--- config.mk ---
export PLATFORM = sky130hd
export DESIGN_NAME = instr_encode
export DESIGN_NICKNAME = d
export VERILOG_FILES = /design/src/rtl/instr_encode.sv
export SDC_FILE = /design/constraint.sdc
export NUM_CORES = 1
export LEC_CHECK = 0
export ABC_AREA = 1
export BUFFER_PORTS_ARGS = -buffer_cell sky130_fd_sc_hd__buf_4
export CAP_MARGIN = 20
export CORE_MARGIN = 1.5
export CORE_UTILIZATION = 47
export CTS_BUF_LIST = sky130_fd_sc_hd__clkbuf_4 sky130_fd_sc_hd__clkbuf_8
export DETAILED_ROUTE_END_ITERATION = 8
export PLACE_DENSITY = 0.85
export SLEW_MARGIN = 10
export SYNTH_ARGS = -nofsm -noshare
export SYNTH_HDL_FRONTEND = slang
export SYNTH_SLANG_ARGS = --single-unit
--- constraint.sdc ---
create_clock -name clk -period 1.65 [get_ports clk]
set_clock_uncertainty 0.1 [all_clocks]
set_input_delay 0.0825 -clock clk [delete_from_list [all_inputs] [get_ports clk]]
set_output_delay 0.0825 -clock clk [all_outputs]
set_load 0.05 [all_outputs]
--- src/rtl/instr_encode.sv ---
// Packs MIPS R/I/J instruction fields into 32-bit words and writes them to consecutive
// instruction-memory addresses, one word per accepted field set.
module instr_encode #(
    parameter int unsigned ADDR_W = 6
) (
    input  logic              clk,
    input  logic              rst,
    input  logic              in_valid,
    output logic              in_ready,
    input  logic [1:0]        fmt,
    input  logic [5:0]        opcode,
    input  logic [4:0]        rs,
    input  logic [4:0]        rt,
    input  logic [4:0]        rd,
    input  logic [4:0]        shamt,
    input  logic [5:0]        func,
    input  logic [15:0]       imm,
    input  logic [25:0]       target,
    input  logic              last,
    input  logic              clear,
    output logic              mem_we,
    output logic [ADDR_W-1:0] mem_addr,
    output logic [31:0]       mem_wdata,
    output logic [ADDR_W:0]   word_count,
    output logic              done,
    output logic              full,
    output logic              err
);

    localparam logic [1:0] FmtR   = 2'b00;
    localparam logic [1:0] FmtI   = 2'b01;
    localparam logic [1:0] FmtJ   = 2'b10;
    localparam logic [1:0] FmtBad = 2'b11;

    localparam logic [ADDR_W-1:0] LastAddr = '1;

    typedef enum logic [1:0] {StIdle, StWrite, StDone} state_e;

    state_e              state_q, state_d;
    logic [ADDR_W-1:0]   addr_q, addr_d;
    logic [31:0]         wdata_q, wdata_d;
    logic [ADDR_W:0]     count_q, count_d;
    logic                full_q, full_d;
    logic                err_q, err_d;
    logic                last_q, last_d;
    logic [31:0]         packed_word;

    always_comb begin
        packed_word = '0;
        unique case (fmt)
            FmtR:    packed_word = {opcode, rs, rt, rd, shamt, func};
            FmtI:    packed_word = {opcode, rs, rt, imm};
            FmtJ:    packed_word = {opcode, target};
            default: packed_word = '0;
        endcase
    end

    always_comb begin
        state_d = state_q;
        addr_d  = addr_q;
        wdata_d = wdata_q;
        count_d = count_q;
        full_d  = full_q;
        err_d   = err_q;
        last_d  = last_q;
        unique case (state_q)
            StIdle: begin
                // clear takes priority over a same-cycle handshake
                if (clear) begin
                    addr_d  = '0;
                    count_d = '0;
                    full_d  = 1'b0;
                    err_d   = 1'b0;
                end else if (in_valid) begin
                    if (fmt == FmtBad) begin
                        err_d = 1'b1;
                        if (last) state_d = StDone;
                    end else begin
                        wdata_d = packed_word;
                        last_d  = last;
                        state_d = StWrite;
                    end
                end
            end
            StWrite: begin
                count_d = count_q + (ADDR_W+1)'(1);
                if (addr_q == LastAddr) full_d = 1'b1;
                // Address never wraps: a full memory ends the load
                if (last_q || addr_q == LastAddr) begin
                    state_d = StDone;
                end else begin
                    addr_d  = addr_q + ADDR_W'(1);
                    state_d = StIdle;
                end
            end
            StDone: begin
                if (clear) begin
                    addr_d  = '0;
                    count_d = '0;
                    full_d  = 1'b0;
                    err_d   = 1'b0;
                    state_d = StIdle;
                end
            end
            default: state_d = StIdle;
        endcase
    end

    always_ff @(posedge clk or posedge rst) begin
        if (rst) begin
            state_q <= StIdle;
            addr_q  <= '0;
            wdata_q <= '0;
            count_q <= '0;
            full_q  <= 1'b0;
            err_q   <= 1'b0;
            last_q  <= 1'b0;
        end else begin
            state_q <= state_d;
            addr_q  <= addr_d;
            wdata_q <= wdata_d;
            count_q <= count_d;
            full_q  <= full_d;
            err_q   <= err_d;
            last_q  <= last_d;
        end
    end

    assign in_ready   = (state_q == StIdle) && !rst;
    assign mem_we     = (state_q == StWrite);
    assign done       = (state_q == StDone);
    assign mem_addr   = addr_q;
    assign mem_wdata  = wdata_q;
    assign word_count = count_q;
    assign full       = full_q;
    assign err        = err_q;

endmodule

==> impl_metrics.ini, run 1 <==
[logic_synthesis]
ys_warn_count = 0
avgSynthCellArea_um2 = 7.44
synthCells = 347
synth_seq_cells = 50
syn_nets = 430
syn-cell-area_um2 = 2580
ys_seq_area_frac = 0.485
yosysUniqueCellTypes = 27

[clocking]
htree_num_levels = 2
path_clk_slew_ns = 0.09
insertion_delay_ns = 0.30
cts_buffers = 5
cts_root_buf = clkbuf_8
tritoncts = built
clock-sinks = 50
cts_buffer_depth = 2

[detailed_routing]
wirelength_met1_mm = 3.33
drt-vias-per-instance = 4.97
drt-total-wl_mm = 8.44
top_layer = met4
drc = 0
antenna_left = 0
drt_iter0_drc = 168
dr_total_vias = 2949
dr_wl_met3_um = 611
dr_wl_met2_mm = 4.35
drt-pass1-iter-count = 4
avgRoutedWirePerCell_um = 14.2

[floorplan]
die_w_um = 77.1
start_util = 0.496
die_h_um = 77.1
rows = 26
ios = 131
core-area_um2 = 5200
die_area_um2 = 5950

[global_route]
grt_max_degree = 45
grt_pass1_vias = 2913
grt_pass1_wl_mm = 13.6
track_usage = 0.290
grt.overflow.total = 0
antenna_found_initial = 0

[timing]
finalWorstSetupSlack_ns = 0.0467
finalSetupViolCount = 0
slew_headroom = 0.586
finalCriticalPeriod_ns = 1.60
tns_ns = 0
tightestPinTransition_ns = 0.620
finalMaxSlewViolations = 0
final_hold_viol_count = 0
rsz0062_at_grt = no
period_share = 0.972
fmax_mhz = 624

[finish]
final_common_cell = nand2_1
nNetsFinal = 606
area_delta_synth_final_pct = 61.6
final_util = 0.801
diodes = 0
final_cell_mix = nand2_1, buf_4, dfrtp_1
nFillCells = 345
drive_gt1_frac = 0.308

[place]
numPortBuffers = 130
dp_slack_ns = 0.118
dp_hpwl_mm = 5.30
routabilityCongestion = 0.904

[run]
drv_cap = 0

[critical_path]
rr_endpoint = mem_addr[4]$_DFFE_PP0P_
reg2reg_depth = 6
critical_path_class = reg -> reg
crit_arrival_ns = 1.74
cp-end-kind = flip-flop
reg2reg_from = mem_addr[0]$_DFFE_PP0P_
critical_path.endpoint = mem_addr[4]$_DFFE_PP0P_
rrSetupSlack_ns = 0.05
critPathLaunch = mem_addr[0]$_DFFE_PP0P_
cp-start-kind = flip-flop
critical_path_peak_fanout = 8
required_ns = 1.79

[run_status]
outcome = finished, final reports clean

[worst_hold_path]
hold_class = in -> reg

[power]
leakage_nw = 2.21
peakVddDrop_mv = 0.624
power.density_nw_per_um2 = 993
==> flip-flops by register name, summed over array words and instances (netlist names) <==
signal	cells
last_q	1
full	1
state_q	2
mem_addr	6
word_count	7
err	1
mem_wdata	32
==> worst min path at each step <==
stage	cells after the start	startpoint	slack, ns	end
6_report	5	target[1]	0.001	mem_wdata[1]$_DFFE_PP0P_
5_1_grt	5	imm[7]	0.009	mem_wdata[7]$_DFFE_PP0P_
4_1_cts	5	shamt[1]	0.0003	mem_wdata[7]$_DFFE_PP0P_
3_5_place_dp	2	rst	0.1	full$_DFFE_PP0P_
3_3_place_gp	2	rst	0.09	full$_DFFE_PP0P_
2_1_floorplan	2	last	0.09	last_q$_DFFE_PP0P_
==> power by group <==
part | switching [mW] | internal, mW | leakage, nW
sequential | 0.164 | 1.44 | 0.634
clock | 0.375 | 0.326 | 0.0452
combinational | 1.21 | 0.634 | 1.53
total | 1.75 | 2.40 | 2.21
==> layer usage <==
| layer | up-vias | global-route usage |
|---|---|---|
| met5 | - | 0 |
| met4 | 0 | 0.109 |
| met3 | 16 | 0.0631 |
| met2 | 130 | 0.521 |
| met1 | 1367 | 0.336 |
| li1 | 1436 | - |
==> critical path: stages, from the launching register on <==
cell and delay (ns):
dfrtp_2 0.47, ha_1 0.24, nand3_1 0.12, nor2_1 0.06, o21ai_0 0.35, nand3_1 0.14
nand2_1 0.09
==> logic make-up after synthesis <==
family,count (synthesis),share of synthesized area
simple gates,234,0.377
compound gates,27,0.0620
xor+xnor,1,0.00339
buf+inv,33,0.0635
fa+ha+maj,2,0.00969
flops,50,0.485
==> timing repair <==
action                                  CTS  global route
endpoints found under the hold margin    55             0
gates resized for setup                   0             3
setup buffers                             0             0
endpoints found under the setup margin    0            15
hold buffers                             46             0
==> final cells by class <==
class,instances,area (um2),area share
inverter,21,83.8,0.0201
clock buffer,7,83.8,0.0201
sequential,50,1250,0.301
multi-input combinational,265,1180,0.283
tap,70,87.6,0.0210
timing repair buffer,180,1480,0.355
==> cell usage after synthesis, drive strengths merged <==
cell type / n / area share
nand2: 174 / 0.26
dfrtp: 50 / 0.48
nand3: 31 / 0.067
nor2: 26 / 0.047
inv: 21 / 0.032
a31oi: 11 / 0.027
buf: 11 / 0.031
o21ai: 6 / 0.012
a21oi: 5 / 0.0097
ha: 2 / 0.0097
o21bai: 2 / 0.0058
or2: 2 / 0.0048
clkbuf: 1 / 0.0015
nand4: 1 / 0.0024
o211ai: 1 / 0.0029
o21a: 1 / 0.0029
o22ai: 1 / 0.0024
xnor2: 1 / 0.0034
==> metrics by stage <==
step	area, um2	instances	hold WS, ns	power, mW
after global placement	3610	539	0.0892	3.29
after floorplan	2590	347	0.0921	2.70
after detailed placement	3610	539	0.0965	3.33
final	4170	593	0.00140	4.14
after global routing	4170	593	0.00867	4.33
after CTS	4150	592	0.000302	4.13
No activity file was read; power rests on OpenSTA's default activity.
==> run 2: changes to the inputs <==
--- a/config.mk
+++ b/config.mk
@@ -12,7 +12,7 @@
 export CORE_UTILIZATION = 47
 export CTS_BUF_LIST = sky130_fd_sc_hd__clkbuf_4 sky130_fd_sc_hd__clkbuf_8
 export DETAILED_ROUTE_END_ITERATION = 8
-export PLACE_DENSITY = 0.85
+export PLACE_DENSITY = 0.82
 export SLEW_MARGIN = 10
 export SYNTH_ARGS = -nofsm -noshare
 export SYNTH_HDL_FRONTEND = slang
==> impl_metrics.ini, run 2 (synthesis results as in run 1) <==
[detailed_routing]
drt-vias-per-instance = 5.17
drt-total-wl_mm = 8.73
drc = 0
antenna_left = 0
avgRoutedWirePerCell_um = 14.5
dr_total_vias = 3103
drt-pass1-iter-count = 4
drt_iter0_drc = 226

[run_status]
violations = hold timing
outcome = finished, violations left

[worst_hold_path]
holdPathEnd = mem_wdata[5]$_DFFE_PP0P_
hold_class = in -> reg
hold_depth = 5
holdCritStartpoint = target[5]

[global_route]
track_usage = 0.300
antenna_found_initial = 0
grt_pass1_wl_mm = 14.1
grt_pass1_vias = 3080
grt_max_degree = 45
grt.overflow.total = 0

[finish]
final_common_cell = nand2_1
drive_gt1_frac = 0.308
final_cell_mix = nand2_1, buf_4, dlygate4sd3_1
diodes = 0
largest_register_ffs = 32
nNetsFinal = 612
area_delta_synth_final_pct = 64.3

[critical_path]
crit_arrival_ns = 1.34
required_ns = 1.47
cpMostUsedCell = buf_4
critical_path_peak_fanout = 9
crit_family = buffers and inverters
reg2reg_from = mem_addr[0]$_DFFE_PP0P_
path_cells = buf_4, nand2_2, inv_2, buf_4
critical_path_class = reg -> out
slowest_stage = dfrtp_2
rr_endpoint = mem_addr[1]$_DFFE_PP0P_
path_buf_inv = 3
reg2reg_depth = 7
cp-start-kind = flip-flop
slowest_delay_ns = 0.45
rrSetupSlack_ns = 0.15
cp-end-kind = output port

[clocking]
htree_num_levels = 2
tritoncts = built
cts_root_buf = clkbuf_8
clock-sinks = 50
path_clk_slew_ns = 0.09
insertion_delay_ns = 0.30
cts_buffers = 5
cts_buffer_depth = 2

[power]
p_sw_frac = 0.420
peakVddDrop_mv = 0.558
leakage_nw = 2.24
power_frac_comb = 0.443
p_clk_frac = 0.178
power.density_nw_per_um2 = 992
p_switching_mw = 1.77
internal-power_mw = 2.44
p_total_mw = 4.21
power_frac_seq = 0.379

[floorplan]
die_area_um2 = 5950
core-area_um2 = 5200
ios = 131
start_util = 0.496
rows = 26
die_h_um = 77.1
die_w_um = 77.1

[timing]
hold-worst-slack_ns = -0.00694
tightestPinTransition_ns = 0.663
tns_ns = 0
slew_headroom = 0.557
final_hold_viol_count = 1
rsz0062_at_grt = no
finalCriticalPeriod_ns = 1.53
finalSetupViolCount = 0
finalMaxSlewViolations = 0
period_share = 0.925
fmax_mhz = 655

[place]
dp_hpwl_mm = 5.34
numPortBuffers = 130
routabilityCongestion = 0.865

[run]
drv_cap = 0
-- run 2: changes by cell type in the layout (fill, tap and decap cells not counted) --
cell / before / now
clkbuf_8: 5 / 6
o21ai_1: 4 / 5
o21ai_0: 2 / 1
clkbuf_4: 2 / 1
buf_4: 133 / 134
dlygate4sd3_1: 46 / 51
clkinv_2: 0 / 1
-- run 2: worst max path at each step --
stage / from / end / slack, ns / cells past startpoint
after detailed placement: mem_addr[0]$_DFFE_PP0P_ / mem_addr[1]$_DFFE_PP0P_ / 0.12 / 6
after global placement: mem_addr[0]$_DFFE_PP0P_ / mem_addr[5]$_DFFE_PP0P_ / 0.20 / 7
after global routing: mem_addr[1]$_DFFE_PP0P_ / mem_addr[3]$_DFFE_PP0P_ / 0.03 / 7
final: state_q[0]$_DFFE_PP0P_ / mem_we / 0.12 / 4
after CTS: state_q[0]$_DFFE_PP0P_ / mem_we / 0.06 / 4
after floorplan: mem_addr[0]$_DFFE_PP0P_ / mem_addr[2]$_DFFE_PP0P_ / 0.08 / 7
-- run 2: final cells by class --
type / count / area [um2]
clock buffer: 7 / 90.1
fill: 341 / 965
sequential: 50 / 1250
inverter: 21 / 83.8
multi-input combinational: 265 / 1180
timing repair buffer: 186 / 1540
tap: 70 / 87.6
clock inverter: 1 / 5.00
-- run 2: per-layer routing --
metal | vias to the layer above | global-route usage | part of all wire
met2 | 180 | 0.523 | 0.52
met5 | - | 0 | 0
li1 | 1453 | - | -
met3 | 41 | 0.0786 | 0.080
met1 | 1429 | 0.337 | 0.36
met4 | 0 | 0.153 | 0.047
-- run 2: what timing repair did --
| action | 4_1_cts | 5_1_grt |
|---|---|---|
| gates resized for setup | 0 | 4 |
| buffers inserted | 0 | 1 |
| hold buffers | 51 | 0 |
| endpoints found under the hold margin | 56 | 0 |
| setup endpoints to repair | 0 | 17 |
-- run 2: worst reg2reg max path, cell delays in order (launching register included) --
cell and delay (ns):
dfrtp_2 0.45, ha_1 0.24, nand3_1 0.13, nor2_1 0.07, nand2_1 0.12, nand3_4 0.14, nand2_1 0.10, nand2_1 0.06
-- run 2: power groups by stage --
| stage | sequential [mW] | clock (mW) | combinational (mW) |
|---|---|---|---|
| 2_1_floorplan | 2.30 | 0 | 0.402 |
| 3_3_place_gp | 1.60 | 0 | 1.69 |
| 3_5_place_dp | 1.61 | 0 | 1.72 |
| 4_1_cts | 1.59 | 0.749 | 1.83 |
| 5_1_grt | 1.62 | 0.821 | 1.96 |
| 6_report | 1.59 | 0.750 | 1.86 |
-- run 2: stage by stage --
| stage | area [um2] | instances | setup slack, ns | utilization |
|---|---|---|---|---|
| after floorplan | 2590 | 347 | 0.0815 | - |
| after global placement | 3610 | 539 | 0.198 | 0.694 |
| after detailed placement | 3610 | 539 | 0.117 | 0.694 |
| after CTS | 4220 | 598 | 0.0592 | 0.810 |
| after global routing | 4240 | 600 | 0.0301 | 0.815 |
| final | 4240 | 600 | 0.124 | 0.815 |
==> run 3: changes to the inputs <==
==> constraint.sdc (replaced) <==
create_clock -name clk -period 1.65 [get_ports clk]
set_clock_uncertainty 0.1 [all_clocks]
set_input_delay 0.495 -clock clk [delete_from_list [all_inputs] [get_ports clk]]
set_output_delay 0.495 -clock clk [all_outputs]
set_load 0.05 [all_outputs]
==> impl_metrics.ini, run 3 (synthesis results as in run 1) <==
[run_status]
outcome = finished, violations left
violations = setup timing

[place]
placed_cell_area_um2 = 3730
placed_cells = 547
dp_hpwl_mm = 5.24
dp_slack_ns = 0.0465
routabilityCongestion = 0.819
numPortBuffers = 130

[clocking]
cts_root_buf = clkbuf_8
insertion_delay_ns = 0.30
tritoncts = built
cts_buffer_depth = 2
path_clk_slew_ns = 0.09
cts_buffers = 5
htree_num_levels = 2
clock-sinks = 50

[timing]
tightestPinTransition_ns = 0.330
rsz0062_at_grt = yes
finalCriticalPeriod_ns = 1.78
slew_headroom = 0.778
final_hold_viol_count = 0
fmax_mhz = 563
period_share = 1.08
finalWorstSetupSlack_ns = -0.125
hold-worst-slack_ns = 0.163
finalSetupViolCount = 4
finalMaxSlewViolations = 0

[power]
power.density_nw_per_um2 = 1060
peakVddDrop_mv = 0.539
leakage_nw = 2.09
p_total_mw = 4.12

[critical_path]
critical_path_peak_fanout = 5
reg2reg_from = state_q[0]$_DFFE_PP0P_
crit_arrival_ns = 1.18
critPathLaunch = state_q[0]$_DFFE_PP0P_
cp-end-kind = output port
cp-start-kind = flip-flop
critical_path_class = reg -> out
required_ns = 1.05

[floorplan]
start_util = 0.496
die_h_um = 77.1
rows = 26
ios = 131
core-area_um2 = 5200
die_w_um = 77.1
die_area_um2 = 5950

[finish]
diodes = 0
layout.cells.non_filler = 559
final_cell_mix = nand2_1, buf_4, dfrtp_1
drive_gt1_frac = 0.366
final_common_cell = nand2_1
nFillCells = 420
final_area_um2 = 3890
largest_register_ffs = 32
area_delta_synth_final_pct = 50.8
nNetsFinal = 571

[detailed_routing]
drc = 0
drt-vias-per-instance = 4.99
avgRoutedWirePerCell_um = 12.8
drt-total-wl_mm = 7.15
antenna_left = 0
drt-pass1-iter-count = 4
drt_iter0_drc = 94
dr_total_vias = 2789

[global_route]
grt_pass1_wl_mm = 11.2
grt_max_degree = 51
track_usage = 0.237
grt_pass1_vias = 2522
antenna_found_initial = 0
grt.overflow.total = 0

[worst_hold_path]
hold_class = in -> async

[run]
drv_cap = 0
-- run 3: cell types whose count changed in the layout (fill, tap and decap cells not counted), sizes merged --
cell / delta
nor2: -1
inv: -1
clkinvlp: +1
dlygate4sd3: -51
nand3: +1
buf: +10
-- run 3: worst paths after layout --
| check | endpoint | slack [ns] | cells past startpoint |
|---|---|---|---|
| min in group clk | mem_wdata[30]$_DFFE_PP0P_ | 0.29 | 3 |
| max in group asynchronous | mem_addr[1]$_DFFE_PP0P_ | 1.06 | 3 |
| max | in_ready | -0.13 | 4 |
| min reg2reg | mem_wdata[13]$_DFFE_PP0P_ | 0.39 | 2 |
| max reg2reg | word_count[5]$_DFFE_PP0P_ | -0.01 | 9 |
| min | err$_DFFE_PP0P_ | 0.16 | 3 |
-- run 3: what timing repair did --
item / 4_1_cts / 5_1_grt
resized for setup: 8 / 5
hold buffers: 0 / 0
cloned: 0 / 1
setup endpoints to repair: 4 / 11
pin swaps: 1 / 1
buffers inserted: 3 / 0
-- run 3: area by class of cell --
type / instances / area (um2) / share of cell area
tap: 70 / 87.6 / 0.0225
timing repair buffer: 145 / 1170 / 0.301
inverter: 21 / 87.6 / 0.0225
clock inverter: 1 / 5.00 / 0.00129
multi-input combinational: 265 / 1190 / 0.307
clock buffer: 7 / 90.1 / 0.0232
sequential: 50 / 1260 / 0.323
-- run 3: worst max-delay path: stages (launching register included) --
cell	delay [ns]
dfrtp_2	0.47
nor2_4	0.12
inv_2	0.05
nor2_2	0.08
buf_6	0.16
-- run 3: metal layers --
layer  GRT usage  vias to the layer above  wire (um)
met5           0                        -          0
met4      0.0782                        0        114
met3      0.0524                        9        541
met2       0.431                      120       3750
met1       0.275                     1287       2750
li1            -                     1373          -
-- run 3: report_power, final --
part | switching [mW] | internal [mW]
clock network | 0.392 | 0.355
logic | 1.18 | 0.605
registers | 0.149 | 1.44
total | 1.72 | 2.40
-- run 3: metrics by stage --
| step | util | TNS (ns) |
|---|---|---|
| global route | 0.748 | -0.593 |
| floorplan | - | -0.0649 |
| detailed placement | 0.716 | 0 |
| finish | 0.748 | -0.309 |
| global placement | 0.716 | 0 |
| CTS | 0.743 | -0.312 |
